==> src/rtl/instr_fetch_unit.sv <==
// Instruction fetch front end: owns the PC, fetches words over req/ack and
// holds each instruction in IR until the control unit retires or redirects it.
module instr_fetch_unit #(
    parameter int unsigned         ADDR_W   = 64,
    parameter logic [ADDR_W-1:0]   RESET_PC = '0
) (
    input  logic              clock,
    input  logic              reset,
    output logic [ADDR_W-1:0] mem_addr,
    output logic              mem_req,
    input  logic              mem_ack,
    input  logic [31:0]       mem_rdata,
    output logic [31:0]       IR,
    output logic              ir_valid,
    input  logic              ir_ready,
    input  logic              redirect,
    input  logic [ADDR_W-1:0] redirect_pc,
    output logic [ADDR_W-1:0] PC,
    output logic [ADDR_W-1:0] PC4,
    output logic [31:0]       retired
);

    localparam logic [ADDR_W-1:0] PC_STEP = ADDR_W'(4);

    typedef enum logic [1:0] {
        S_IDLE = 2'd0,
        S_REQ  = 2'd1,
        S_DROP = 2'd2,
        S_HOLD = 2'd3
    } state_t;

    state_t            state;
    logic [ADDR_W-1:0] fetch_pc;

    // mem_addr is kept separate from fetch_pc so an abandoned request keeps
    // its address stable while fetch_pc already points at the redirect target.
    always_ff @(posedge clock) begin
        if (reset) begin
            state    <= S_IDLE;
            fetch_pc <= RESET_PC;
            mem_addr <= '0;
            mem_req  <= 1'b0;
            IR       <= '0;
            ir_valid <= 1'b0;
            PC       <= '0;
            PC4      <= '0;
            retired  <= '0;
        end else begin
            case (state)
                S_IDLE: begin
                    state    <= S_REQ;
                    mem_req  <= 1'b1;
                    mem_addr <= fetch_pc;
                end
                S_REQ: begin
                    if (redirect) begin
                        fetch_pc <= redirect_pc;
                        if (mem_ack) begin
                            mem_addr <= redirect_pc;
                        end else begin
                            state <= S_DROP;
                        end
                    end else if (mem_ack) begin
                        IR       <= mem_rdata;
                        PC       <= fetch_pc;
                        PC4      <= fetch_pc + PC_STEP;
                        ir_valid <= 1'b1;
                        mem_req  <= 1'b0;
                        state    <= S_HOLD;
                    end
                end
                S_DROP: begin
                    if (redirect) begin
                        fetch_pc <= redirect_pc;
                    end
                    if (mem_ack) begin
                        state    <= S_REQ;
                        mem_addr <= redirect ? redirect_pc : fetch_pc;
                    end
                end
                S_HOLD: begin
                    if (redirect || ir_ready) begin
                        state    <= S_REQ;
                        ir_valid <= 1'b0;
                        mem_req  <= 1'b1;
                        if (ir_ready) begin
                            retired <= retired + 32'd1;
                        end
                        if (redirect) begin
                            fetch_pc <= redirect_pc;
                            mem_addr <= redirect_pc;
                        end else begin
                            fetch_pc <= fetch_pc + PC_STEP;
                            mem_addr <= fetch_pc + PC_STEP;
                        end
                    end
                end
                default: begin
                    state <= S_IDLE;
                end
            endcase
        end
    end

endmodule

==> config.mk <==
export PLATFORM = sky130hd
export DESIGN_NAME = instr_fetch_unit
export DESIGN_NICKNAME = d
export VERILOG_FILES = /design/src/rtl/instr_fetch_unit.sv
export SDC_FILE = /design/constraint.sdc
export NUM_CORES = 1
export LEC_CHECK = 0
export ABC_AREA = 1
export CORE_MARGIN = 2
export CORE_UTILIZATION = 35
export DETAILED_ROUTE_END_ITERATION = 6
export PLACE_DENSITY = 0.63
export SYNTH_ARGS = -nofsm -noshare
export SYNTH_HDL_FRONTEND = slang
export SYNTH_SLANG_ARGS = --single-unit
==> constraint.sdc <==
create_clock -name clock -period 4.3 [get_ports clock]
set_input_delay 0.86 -clock clock [delete_from_list [all_inputs] [get_ports clock]]
set_output_delay 0.86 -clock clock [all_outputs]
set_load 0.02 [all_outputs]
# After elaboration in Yosys (flattened, before gate mapping)

Index checks and enable logic that the tools add are counted.

Bits in registers: 324
Logic and storage cells: 57
Output and inout port bits: 258
Input port bits: 101

Multiplexer cells: 22
Eq/ne operators: 10
Bitwise gates (word level): 1
Add/sub/neg operators: 2
Reductions and logical operators: 13

Operators by type and width:

| kind                    | number |
|---|---|
| $mux W64                | 6 |
| $pmux W64 S4            | 1 |
| $pmux W64 S2            | 1 |
| $add A64 B3 Y64 const B | 1 |
| $add A32 B1 Y32 const B | 1 |
| $reduce_and A4 Y1       | 4 |
| $mux W2                 | 5 |
| $ne A2 B2 Y1 const B    | 5 |
| $pmux W2 S4             | 1 |
| $mux W1                 | 6 |
| $ne A3 B3 Y1 const B    | 2 |
| $reduce_and A3 Y1       | 2 |
| $eq A2 B2 Y1 const B    | 2 |
| $reduce_bool A2 Y1      | 2 |
| $pmux W1 S3             | 1 |
| $reduce_bool A3 Y1      | 1 |
| $eq A2 B1 Y1 const B    | 1 |
| $logic_not A2 Y1        | 1 |
| $pmux W1 S2             | 1 |
| $reduce_and A2 Y1       | 1 |
| $reduce_or A2 Y1        | 1 |
| $logic_or A1 B1 Y1      | 1 |
| $not A1 Y1              | 1 |

# Depth between registers and ports, before layout

Depth in word-level cells: 4
Mapped depth: 16

# Worst setup path after synthesis

OpenSTA, ideal clock, no wires.

Path type: input -> register
Start: in redirect
End: reg mem_addr[5]
Stages on the path: 11
Buffers on the path: 3
Slack: 2031 ps
Library setup time: 117 ps
Arrival time: 2152 ps
Cells stage by stage: buf_2 nor3_1 inv_1 nand2_1 inv_1 nand3_2 inv_2 buf_2 buf_2 o221ai_1 inv_1

Cells in the longest elaborated chain, start to end: 3
Elaborated cells between the ends (all ways): 9

Ends and longest elaborated chain:

| element                                                  | line | source |
|---|---|---|
| start: declaration                                       | 16   | `input logic redirect,` |
| $mux W64 (tied with other cells)                         | 89   | `if (redirect) begin` |
| $mux W64 (tied with other cells)                         | 82   | `if (redirect \|\| ir_ready) begin` |
| $pmux W64 S4 / $reduce_and A4 Y1 (equally long branches) | n/a  |  |
| end signal: assignment                                   | 53   | `mem_addr <= fetch_pc;` |
| end signal: assignment                                   | 91   | `mem_addr <= redirect_pc;` |
| end signal: assignment                                   | 94   | `mem_addr <= fetch_pc + PC_STEP;` |
| end: declaration                                         | 9    | `output logic [ADDR_W-1:0] mem_addr,` |

Several ways; a longest one is shown, not always the timed one. The select of a mux whose other input is x is not followed.
A chain may end at the register's enable or synchronous reset.

# Final worst setup path

Start: reg state[0]
End: reg mem_addr[53]

Cells in the longest elaborated chain, start to end: 3
Elaborated cells between the ends (all ways): 10

Ends and longest elaborated chain:

| element                                             | line | source |
|---|---|---|
| start: declaration                                  | 32   | `state_t state;` |
| start signal: assignment                            | 39   | `state <= S_IDLE;` |
| start signal: assignment                            | 51   | `state <= S_REQ;` |
| start signal: assignment                            | 61   | `state <= S_DROP;` |
| $eq A2 B2 Y1 / $eq A2 B1 Y1 (equally long branches) | 49   | `case (state)` |
| $ne A2 B2 Y1 (no source line)                       | n/a  |  |
| $reduce_and A4 Y1 (no source line)                  | n/a  |  |
| end signal: assignment                              | 53   |  |
| end signal: assignment                              | 59   | `mem_addr <= redirect_pc;` |
| end signal: assignment                              | 78   | `mem_addr <= redirect ? redirect_pc : fetch_pc;` |

Several ways; a longest one is shown, not always the timed one.

==> impl_metrics.py <==
metrics = {
    "routing": {
        "viasPerCell": 5.349,
        "firstDrtPassIters": 6,
        "avgRoutedWirePerCell_um": 19.18,
        "drt_iter0_markers": 1709,
        "final_antenna_net_count": 0,
        "vias": 18010,
        "route.detailed.drc": 0,
        "routed_wirelength_um": 64590,
    },
    "power": {
        "ir_drop_uv": 261.6,
        "finalPower_w": 0.009179,
        "leakage_nw": 8.501,
        "p_int_w": 0.006129,
        "power.density_nw_per_um2": 427.7,
        "p_sw_w": 0.003050,
        "seq_power_share_pct": 38.8,
        "p_comb_share_pct": 24.8,
        "switching_share_pct": 33.22,
        "power_frac_clock_pct": 36.5,
    },
    "clock_network": {
        "clockBufferDepth": 3,
        "htreeDepth": 2,
        "cts_setup_buffers": 0,
        "numCtsBuffers": 39,
        "cts-root-buf": "clkbuf_16",
        "clock-sinks": 322,
        "cts_tree": "done",
        "postCtsHoldBufs": 0,
        "clkTransAtPathRegs_ps": 60,
        "clock_latency_ps": 560,
        "post_cts_resized": 0,
    },
    "synthesis": {
        "ys_types": 38,
        "avgSynthCellArea_um2": 6.567,
        "yosysSeqAreaShare_pct": 39.77,
        "ys_top_cells_by_area": "dfxtp_1, nand2_1, o21ai_0",
        "syn_area_um2": 16210,
        "syn_inst": 2468,
        "yosys_most_used_dff": "dfxtp_1",
        "synthesis.yosys.warnings": 0,
        "yosysTopAreaCellShare_pct": 39.77,
        "synth_top_area_cell": "dfxtp_1",
        "synth-edff-count": 0,
        "async_flop_share_pct": 0,
        "synth_seq_cells": 322,
        "syn_nets": 2571,
    },
    "placed_design": {
        "gp_congestion": 0.8944,
        "io_buffers": 358,
        "hpwl_um": 44930,
    },
    "finish": {
        "final_cell_mix": "nand2_1, o21ai_0, clkdlybuf4s50_1",
        "syn_to_final_growth_pct": 32.41,
        "fin_nets": 2839,
        "fill_cells": 4544,
        "final_common_cell": "nand2_1",
        "drive_gt1_share_pct": 3.980,
    },
    "worst_setup_path": {
        "start_kind": "flip-flop",
        "critPathMaxFanout": 52,
        "startpoint": "state[0]",
        "r2r-start": "state[0]",
        "crit_required_ps": 4730,
        "worst_ep_arrival_time_ps": 3460,
        "critPathCaptureType": "flip-flop",
        "worstSetupPathType": "flip-flop to flip-flop",
        "r2r_cells": 10,
    },
    "timing": {
        "finalHoldViolations": 0,
        "post-route-period-util_pct": 70.59,
        "fin_skew_ps": 16.90,
        "slew_violations": 0,
        "tns_ps": 0,
        "setup_viol": 0,
        "max_freq_mhz": 329.5,
        "rsz0062_at_grt": "no",
        "layout_min_cycle_time_ps": 3035,
        "worst_pin_slew_ps": 1007,
        "timing.slew.headroom_pct": 32.83,
    },
    "flow_run": {
        "drv_cap": 0,
    },
    "floorplan": {
        "core_area_um2": 45580,
        "num_io_pins": 359,
        "row_count": 78,
        "start_util_pct": 35.56,
        "dieArea_um2": 48050,
        "dieWidth_um": 219.2,
        "chipHeight_um": 219.2,
    },
    "hold_path": {
        "hold_depth": 2,
        "holdCritPathClass": "flip-flop to flip-flop",
        "hold_start": "PC4[2]",
    },
    "global_routing": {
        "antenna_found_initial": 3,
        "grt_max_degree": 256,
        "grt_usage_pct": 26.09,
        "grt_pass1_wl_um": 97760,
        "grt-ovfl-total": 0,
        "grt_pass1_vias": 16700,
    },
    "status": {
        "outcome": "finished, final reports clean",
    },
}
==> area by class of cell <==
cell class,instances,area (µm²),area share (%)
flip-flops and latches,322,6446,30.04
well taps,600,750.7,3.498
inverters,211,798.3,3.719
multi-input cells,1783,8403,39.15
clock inverters,11,115.1,0.5363
diodes,3,7.507,0.03498
clock buffers,58,1170,5.451
repair buffers,379,3771,17.57
==> synthesized netlist by cell type (3+ instances only) <==
master,instances
a21oi_1,259
nor4_1,3
buf_2,21
buf_1,19
nor2_4,4
clkbuf_1,110
a41oi_1,3
a221oi_1,43
inv_1,203
nor2_2,4
a211oi_1,5
nand2_1,587
inv_2,6
nand4_1,31
nor2_1,314
nand3_1,44
dfxtp_1,322
o21ai_0,368
nor3_1,12
o21a_1,3
xor2_1,34
o21ai_1,8
a31oi_1,3
o211ai_1,36
xnor2_1,5
==> worst max-delay path, cell delays in order (launching register included) <==
cell      delay (ps)
dfxtp_1          490
nand2_2          510
nor3_1           600
inv_1            100
nand2_1          100
inv_1             60
nand3_2           70
clkinv_2         250
buf_4            370
o21ai_0          250
a21oi_1           60
==> flip-flops by register name, summed over array words and instances, names as in the netlist <==
| name | flops |
|---|---|
| PC | 64 |
| fetch_pc | 64 |
| mem_addr | 64 |
| PC4 | 62 |
| IR | 32 |
| retired | 32 |
| state | 2 |
| ir_valid | 1 |
| mem_req | 1 |
==> power groups by stage <==
stage,Sequential (W),Clock [W],Combinational [W]
floorplan,0.00378,0,0.00106
global placement,0.00361,0,0.00221
detailed placement,0.00361,0,0.00225
CTS,0.00355,0.00342,0.00226
global route,0.00359,0.00354,0.00246
finish,0.00356,0.00335,0.00227
==> metal layers <==
metal / vias up / global-route usage (%) / wire length, µm
met3: 120 / 4.962 / 5093
met5: - / 0 / 27
met1: 8395 / 34.99 / 27750
met4: 4 / 9.369 / 2166
met2: 784 / 41.72 / 29560
li1: 8706 / - / -
==> cells by family after synthesis <==
logic type,count (synthesis),synth area share [%]
XOR/XNOR,39,2.107
AO/OA/AOI/OAI,731,24.39
multiplexers,2,0.1235
AND/OR/NAND/NOR,1009,24.83
flip-flops,322,39.77
adder cells (fa/ha/maj),2,0.1544
buffers and inverters,363,8.615
==> path summary, 6_finish.rpt <==
kind	endpoint	slack, ps
min reg2reg	PC4[2]	470
max	mem_addr[53]	1260
min	PC4[2]	470
max reg2reg	mem_addr[53]	1260
==> metrics by stage <==
stage	hold WS [ps]	setup WS, ps	utilization [%]	cells	instance area [µm²]
6_report	470.6	1265	47.09	3367	21460
4_1_cts	473.1	1255	47.07	3364	21450
5_1_grt	486.8	948.6	47.08	3365	21460
2_1_floorplan	477.7	2031	-	2468	16210
3_3_place_gp	455.9	1171	44.25	3295	20170
3_5_place_dp	464.3	1026	44.25	3295	20170
(Power assumes the default switching activity.)
